[config.mk]
export PLATFORM = sky130hd
export DESIGN_NAME = lm70_reader_flat
export DESIGN_NICKNAME = d
export VERILOG_FILES = /design/src/rtl/lm70_reader_if.sv /design/src/rtl/lm70_reader.sv /design/src/flat_wrapper.sv
export SDC_FILE = /design/constraint.sdc
export NUM_CORES = 1
export LEC_CHECK = 0
export ABC_CLOCK_PERIOD_IN_PS = 6100
export CAP_MARGIN = 15
export CORE_MARGIN = 1.5
export CORE_UTILIZATION = 40
export CTS_BUF_LIST = sky130_fd_sc_hd__clkbuf_4
export DETAILED_ROUTE_END_ITERATION = 10
export PLACE_DENSITY_LB_ADDON = 0.08
export SYNTH_ARGS = -nofsm -noshare
export SYNTH_HDL_FRONTEND = slang
export SYNTH_SLANG_ARGS = --single-unit
[constraint.sdc]
create_clock -name i_clk -period 6.1 [get_ports i_clk]
set_input_delay 1.22 -clock i_clk [delete_from_list [all_inputs] [get_ports i_clk]]
set_output_delay 1.22 -clock i_clk [all_outputs]
set_load 0.01 [all_outputs]
[src/rtl/lm70_reader_if.sv]
// rtl/lm70_reader_if.sv - LM70 reader host/sensor signal bundle
interface lm70_reader_if;
    logic        start;
    logic        sio;
    logic        cs;
    logic        sck;
    logic [15:0] data;
    logic        valid;
    logic        busy;

    // Reader side: drives the sensor pins and the result word.
    modport master (
        input  start,
        input  sio,
        output cs,
        output sck,
        output data,
        output valid,
        output busy
    );

    // Host/sensor side.
    modport slave (
        output start,
        output sio,
        input  cs,
        input  sck,
        input  data,
        input  valid,
        input  busy
    );
endinterface

[src/rtl/lm70_reader.sv]
// rtl/lm70_reader.sv - LM70 16-bit serial read engine; optional auto-poll under LM70_AUTO_POLL_EN
module lm70_reader #(
    parameter int CLK_DIV     = 4,
    parameter int POLL_CYCLES = 1000000
) (
    input  logic               i_clk,
    input  logic               i_rst,
    lm70_reader_if.master      io_bus
);

    typedef enum logic [2:0] {
        S_IDLE  = 3'd0,
        S_SETUP = 3'd1,
        S_SHIFT = 3'd2,
        S_HOLD  = 3'd3,
        S_GAP   = 3'd4
    } state_t;

    localparam logic [7:0] C_HMAX = 8'(CLK_DIV - 1);

    if (CLK_DIV < 1 || CLK_DIV > 255) begin : g_bad_div
        $error("lm70_reader: CLK_DIV must be 1..255");
    end
    if (POLL_CYCLES < 1) begin : g_bad_poll
        $error("lm70_reader: POLL_CYCLES must be >= 1");
    end

    state_t      r_state;
    state_t      w_state_nxt;
    logic [7:0]  r_cnt;
    logic [4:0]  r_bits;
    logic [15:0] r_shreg;
    logic [15:0] r_data;
    logic        r_cs;
    logic        r_sck;
    logic        r_valid;

    logic        w_tick;
    logic        w_fall;
    logic        w_last;
    logic        w_load;
    logic        w_start;
    logic        w_cs_nxt;
    logic        w_sck_nxt;
    logic        w_valid_nxt;

    // Phase boundary: the half-period counter has run out.
    assign w_tick = (r_cnt == 8'd0);
    // Edge that drives SCK 1->0; the sensor's bit is stable here.
    assign w_fall = (r_state == S_SHIFT) && w_tick && r_sck;
    assign w_last = w_fall && (r_bits == 5'd15);
    assign w_load = (r_state == S_HOLD) && w_tick;

`ifdef LM70_AUTO_POLL_EN
    logic [31:0] r_poll;
    logic        w_poll_hit;

    assign w_poll_hit = (r_state == S_IDLE) && (r_poll == 32'(POLL_CYCLES - 1));
    assign w_start    = io_bus.start | w_poll_hit;

    // Idle-time poll counter; any start (manual or automatic) restarts the interval.
    always_ff @(posedge i_clk or posedge i_rst) begin
        if (i_rst) begin
            r_poll <= 32'd0;
        end else if (r_state != S_IDLE || w_start) begin
            r_poll <= 32'd0;
        end else begin
            r_poll <= r_poll + 32'd1;
        end
    end
`else
    assign w_start = io_bus.start;
`endif

    // State register.
    always_ff @(posedge i_clk or posedge i_rst) begin
        if (i_rst) begin
            r_state <= S_IDLE;
        end else begin
            r_state <= w_state_nxt;
        end
    end

    // Next-state logic: each non-idle phase lasts a whole number of half-periods.
    always_comb begin
        w_state_nxt = r_state;
        case (r_state)
            S_IDLE:  if (w_start) w_state_nxt = S_SETUP;
            S_SETUP: if (w_tick)  w_state_nxt = S_SHIFT;
            S_SHIFT: if (w_last)  w_state_nxt = S_HOLD;
            S_HOLD:  if (w_tick)  w_state_nxt = S_GAP;
            S_GAP:   if (w_tick)  w_state_nxt = S_IDLE;
            default:              w_state_nxt = S_IDLE;
        endcase
    end

    // Half-period down-counter, reloaded at every phase boundary, parked at 0 in IDLE.
    always_ff @(posedge i_clk or posedge i_rst) begin
        if (i_rst) begin
            r_cnt <= 8'd0;
        end else if (w_state_nxt == S_IDLE) begin
            r_cnt <= 8'd0;
        end else if (w_tick) begin
            r_cnt <= C_HMAX;
        end else begin
            r_cnt <= r_cnt - 8'd1;
        end
    end

    // Count SCK falling edges so SHIFT ends after the 16th one.
    always_ff @(posedge i_clk or posedge i_rst) begin
        if (i_rst) begin
            r_bits <= 5'd0;
        end else if (r_state != S_SHIFT) begin
            r_bits <= 5'd0;
        end else if (w_fall) begin
            r_bits <= r_bits + 5'd1;
        end
    end

    // Receive shifter: cleared at start, MSB arrives first.
    always_ff @(posedge i_clk or posedge i_rst) begin
        if (i_rst) begin
            r_shreg <= 16'h0000;
        end else if (r_state == S_IDLE && w_start) begin
            r_shreg <= 16'h0000;
        end else if (w_fall) begin
            r_shreg <= {r_shreg[14:0], io_bus.sio};
        end
    end

    // Result word only changes once a full transfer has completed.
    always_ff @(posedge i_clk or posedge i_rst) begin
        if (i_rst) begin
            r_data <= 16'h0000;
        end else if (w_load) begin
            r_data <= r_shreg;
        end
    end

    // Next values of the registered pins, derived from the upcoming state.
    always_comb begin
        w_cs_nxt    = 1'b1;
        w_sck_nxt   = 1'b0;
        w_valid_nxt = 1'b0;
        if (w_state_nxt == S_SETUP || w_state_nxt == S_SHIFT || w_state_nxt == S_HOLD) begin
            w_cs_nxt = 1'b0;
        end
        case (r_state)
            S_SETUP: w_sck_nxt = w_tick;
            S_SHIFT: w_sck_nxt = w_tick ? ~r_sck : r_sck;
            default: w_sck_nxt = 1'b0;
        endcase
        w_valid_nxt = w_load;
    end

    // Pin registers, so CS/SCK are glitch-free and VALID is a clean one-cycle pulse.
    always_ff @(posedge i_clk or posedge i_rst) begin
        if (i_rst) begin
            r_cs    <= 1'b1;
            r_sck   <= 1'b0;
            r_valid <= 1'b0;
        end else begin
            r_cs    <= w_cs_nxt;
            r_sck   <= w_sck_nxt;
            r_valid <= w_valid_nxt;
        end
    end

    assign io_bus.cs    = r_cs;
    assign io_bus.sck   = r_sck;
    assign io_bus.data  = r_data;
    assign io_bus.valid = r_valid;
    assign io_bus.busy  = (r_state != S_IDLE);

endmodule
[src/flat_wrapper.sv]
// flat-port wrapper written by rule: the top's interface ports become plain ports
module lm70_reader_flat 
#(
    parameter int CLK_DIV     = 4,
    parameter int POLL_CYCLES = 1000000
)
  (i_clk, i_rst, io_bus_start, io_bus_sio, io_bus_cs, io_bus_sck, io_bus_data, io_bus_valid, io_bus_busy);
  lm70_reader_if io_bus_i ();
  input  logic i_clk;
  input  logic i_rst;
  input wire logic [$bits(io_bus_i.start)-1:0] io_bus_start;
  input wire logic [$bits(io_bus_i.sio)-1:0] io_bus_sio;
  output wire logic [$bits(io_bus_i.cs)-1:0] io_bus_cs;
  output wire logic [$bits(io_bus_i.sck)-1:0] io_bus_sck;
  output wire logic [$bits(io_bus_i.data)-1:0] io_bus_data;
  output wire logic [$bits(io_bus_i.valid)-1:0] io_bus_valid;
  output wire logic [$bits(io_bus_i.busy)-1:0] io_bus_busy;
  assign io_bus_i.start = io_bus_start;
  assign io_bus_i.sio = io_bus_sio;
  assign io_bus_cs = io_bus_i.cs;
  assign io_bus_sck = io_bus_i.sck;
  assign io_bus_data = io_bus_i.data;
  assign io_bus_valid = io_bus_i.valid;
  assign io_bus_busy = io_bus_i.busy;
  lm70_reader #(.CLK_DIV(CLK_DIV), .POLL_CYCLES(POLL_CYCLES)) u_core (.i_clk(i_clk), .i_rst(i_rst), .io_bus(io_bus_i));
endmodule
==> out/results.ini <==
[outcome]
status = finished clean

[global_routing]
grt_pass1_vias = 1595
grt_start_max_net_pins = 52
grt_pass1_wl_um = 7500
use_met3_pct = 3.07
grt-ovfl-total = 0
gr-usage-all-layers_pct = 15.0
use_met1_pct = 20.8
top_usage_layer = met2
grt.met2_usage_pct = 23.5
antenna_found_initial = 0

[clock_tree]
cts_setup_buffers = 0
cts_made_buffers = 5
clk_path_buf_depth = 2
ctsHoldBuffers = 0
cts_resized = 0
clk_latency_ps = 370
cts_tree = yes
clk_pin_slew_ps = 160
clock_sinks = 51
root_buffer = clkbuf_4
cts_max_level = 2

[timing]
clock_skew_ps = 14.9
final.min_clock_period_ps = 3010
worst_slew_pin_slew_ps = 664
holdWs_ps = 523
slew_headroom_pct = 55.5
setup_slack_ps = 3090
max_freq_ghz = 0.332
final_hold_viol_count = 0
slew_viol_final = 0
rsz0062_at_grt = no
setup-violations-final = 0
post-route-period-util_pct = 49.4
finalSetupTns_ps = 0

[setup_path]
end_kind = output port
worstPathMaxFanout = 12
worstSetupPathType = reg2out
arrival_ps = 1790
startpoint_type = flip-flop
cp.required_ps = 4880

[synth]
async_reset_ff_share_pct = 100
avgSynthCellArea_um2 = 11.6
ys_seq_area_share_pct = 53.6
syn_nets = 212
synth_cell_types = 45
ys_ff_latch = 51
synth_edf_count = 0
yosysWarnings = 0
synth_area_um2 = 2380
netlist_instances = 205
synth_flop_cell = dfrtp_1

[drt]
vias_per_cell = 5.09
firstDrtPassIters = 4
wire_per_inst_um = 14.2
first_iter_violations = 138
dr_total_vias = 1536
route.detailed.drc = 0
wirelength_um = 4290
drtAntennaViolNets = 0

[cells_and_area]
syn_to_final_growth_pct = 15.3
final_area_um2 = 2750
final_layout_size_suffix_gt1_share_pct = 17.4
nets = 236
antenna_cells = 0
num-fill-cells = 516
final_cells = 302

[place]
gp_congestion = 0.810
placed_cells_incl_taps = 293
portBuffers = 23
dp_hpwl_um = 2860
placed_area_um2 = 2670
dp_slack_ps = 3160

[floorplan]
die_w_um = 80.2
die-area_um2 = 6430
die_h_um = 80.2
core_area_um2 = 5640
io_pins = 24
rows = 27
initial_core_util_pct = 42.3

[flow_run]
drv_cap = 0

[power]
power_leakage_nw = 1.36
peakVddDrop_mv = 0.231
pwr_density_cell_nw_per_um2 = 433

[hold_path]
hp-class = reg2reg

routing by layer:
layer,vias to the layer above,wire length (um)
met4,0,30
met5,-,0
met1,769,2080
met2,19,2050
met3,4,119
li1,744,-
area by class of cell:
| class | count | area, um2 | area share, % |
|---|---|---|---|
| clock buffers | 5 | 37.5 | 1.36 |
| flip-flops and latches | 51 | 1280 | 46.5 |
| clock inverters | 3 | 20.0 | 0.728 |
| repair buffers | 25 | 258 | 9.37 |
| inverters | 26 | 97.6 | 3.55 |
| well taps | 72 | 90.1 | 3.28 |
| multi-input cells | 120 | 970 | 35.3 |
cell usage in the layout (no fill, tap or decap), drive strengths merged, types with 2 or more instances in the layout:
cell type,count
buf,2
or4,2
mux2,17
nor2b,2
o21a,2
dfrtp,50
xnor2,2
nor3,3
or4b,2
a21oi,4
mux2i,20
and3,2
ha,3
nand3,2
nor3b,2
inv,26
nor2,5
nand4,4
o211ai,2
clkinvlp,2
or3,4
clkbuf,5
clkdlybuf4s50,23
nand2,22
o21ai,4
o31ai,2
a211oi,2
synthesized netlist by cell type (all sizes together), types with 3 or more instances:
cell type | number | area share [%]
clkbuf | 5 | 0.79
nand2 | 22 | 3.5
a21oi | 4 | 0.84
o21ai | 4 | 0.84
mux2 | 17 | 9.4
mux2i | 20 | 8.4
nand4 | 4 | 1.7
dfrtp | 50 | 52
inv | 26 | 4.1
buf | 3 | 0.89
nor3 | 3 | 0.84
ha | 3 | 1.6
or3 | 4 | 1.1
nor2 | 5 | 0.79
worst max-delay path, stage by stage, from the launching register on:
cell,delay [ps]
dfrtp_1,540
or3_1,410
clkdlybuf4s50_1,480
state kept, by name (all words and copies together) (netlist names):
signal,cells
u_core.r_cnt,8
u_core.r_shreg,16
u_core.r_bits,5
u_core.io_bus.data,16
u_core.io_bus.sck,1
u_core.io_bus.cs,1
u_core.r_state,3
u_core.io_bus.valid,1
per-stage QoR:
stage	utilization [%]	power (mW)
after floorplan	-	0.851
after global placement	47.4	1.02
after detailed placement	47.4	1.05
after CTS	48.4	1.20
after global routing	48.7	1.28
final	48.7	1.19
kinds of logic after synthesis:
| kind of cell | after synthesis | share of synthesized area, % |
|---|---|---|
| muxes | 37 | 17.8 |
| xor gates and xnor gates | 3 | 1.10 |
| AOI/OAI and AO/OA | 21 | 5.93 |
| buffers and inverters | 34 | 5.77 |
| and+or+nand+nor | 56 | 14.2 |
| DFF | 51 | 53.6 |
| adders and majority gates | 3 | 1.57 |
power by group:
part | switching (mW) | total, mW | internal [mW]
clock | 0.110 | 0.154 | 0.0443
sequential | 0.118 | 0.578 | 0.460
combinational | 0.205 | 0.458 | 0.253
total | 0.433 | 1.19 | 0.757
final timing paths:
| check | startpoint | end | depth (start not counted) | slack [ps] |
|---|---|---|---|---|
| max reg2reg | u_core.r_cnt[0] | u_core.io_bus.data[7] | 5 | 3730 |
| min | u_core.io_bus.data[12] | u_core.io_bus.data[12] | 1 | 520 |
| min reg2reg | u_core.io_bus.data[12] | u_core.io_bus.data[12] | 1 | 520 |
| min in group asynchronous | i_rst | u_core.io_bus.data[12] | 2 | 1130 |
| max | u_core.r_state[2] | io_bus_busy | 2 | 3090 |
| max in group asynchronous | i_rst | u_core.io_bus.cs | 3 | 4390 |
No activity file was read; power rests on OpenSTA's default activity.
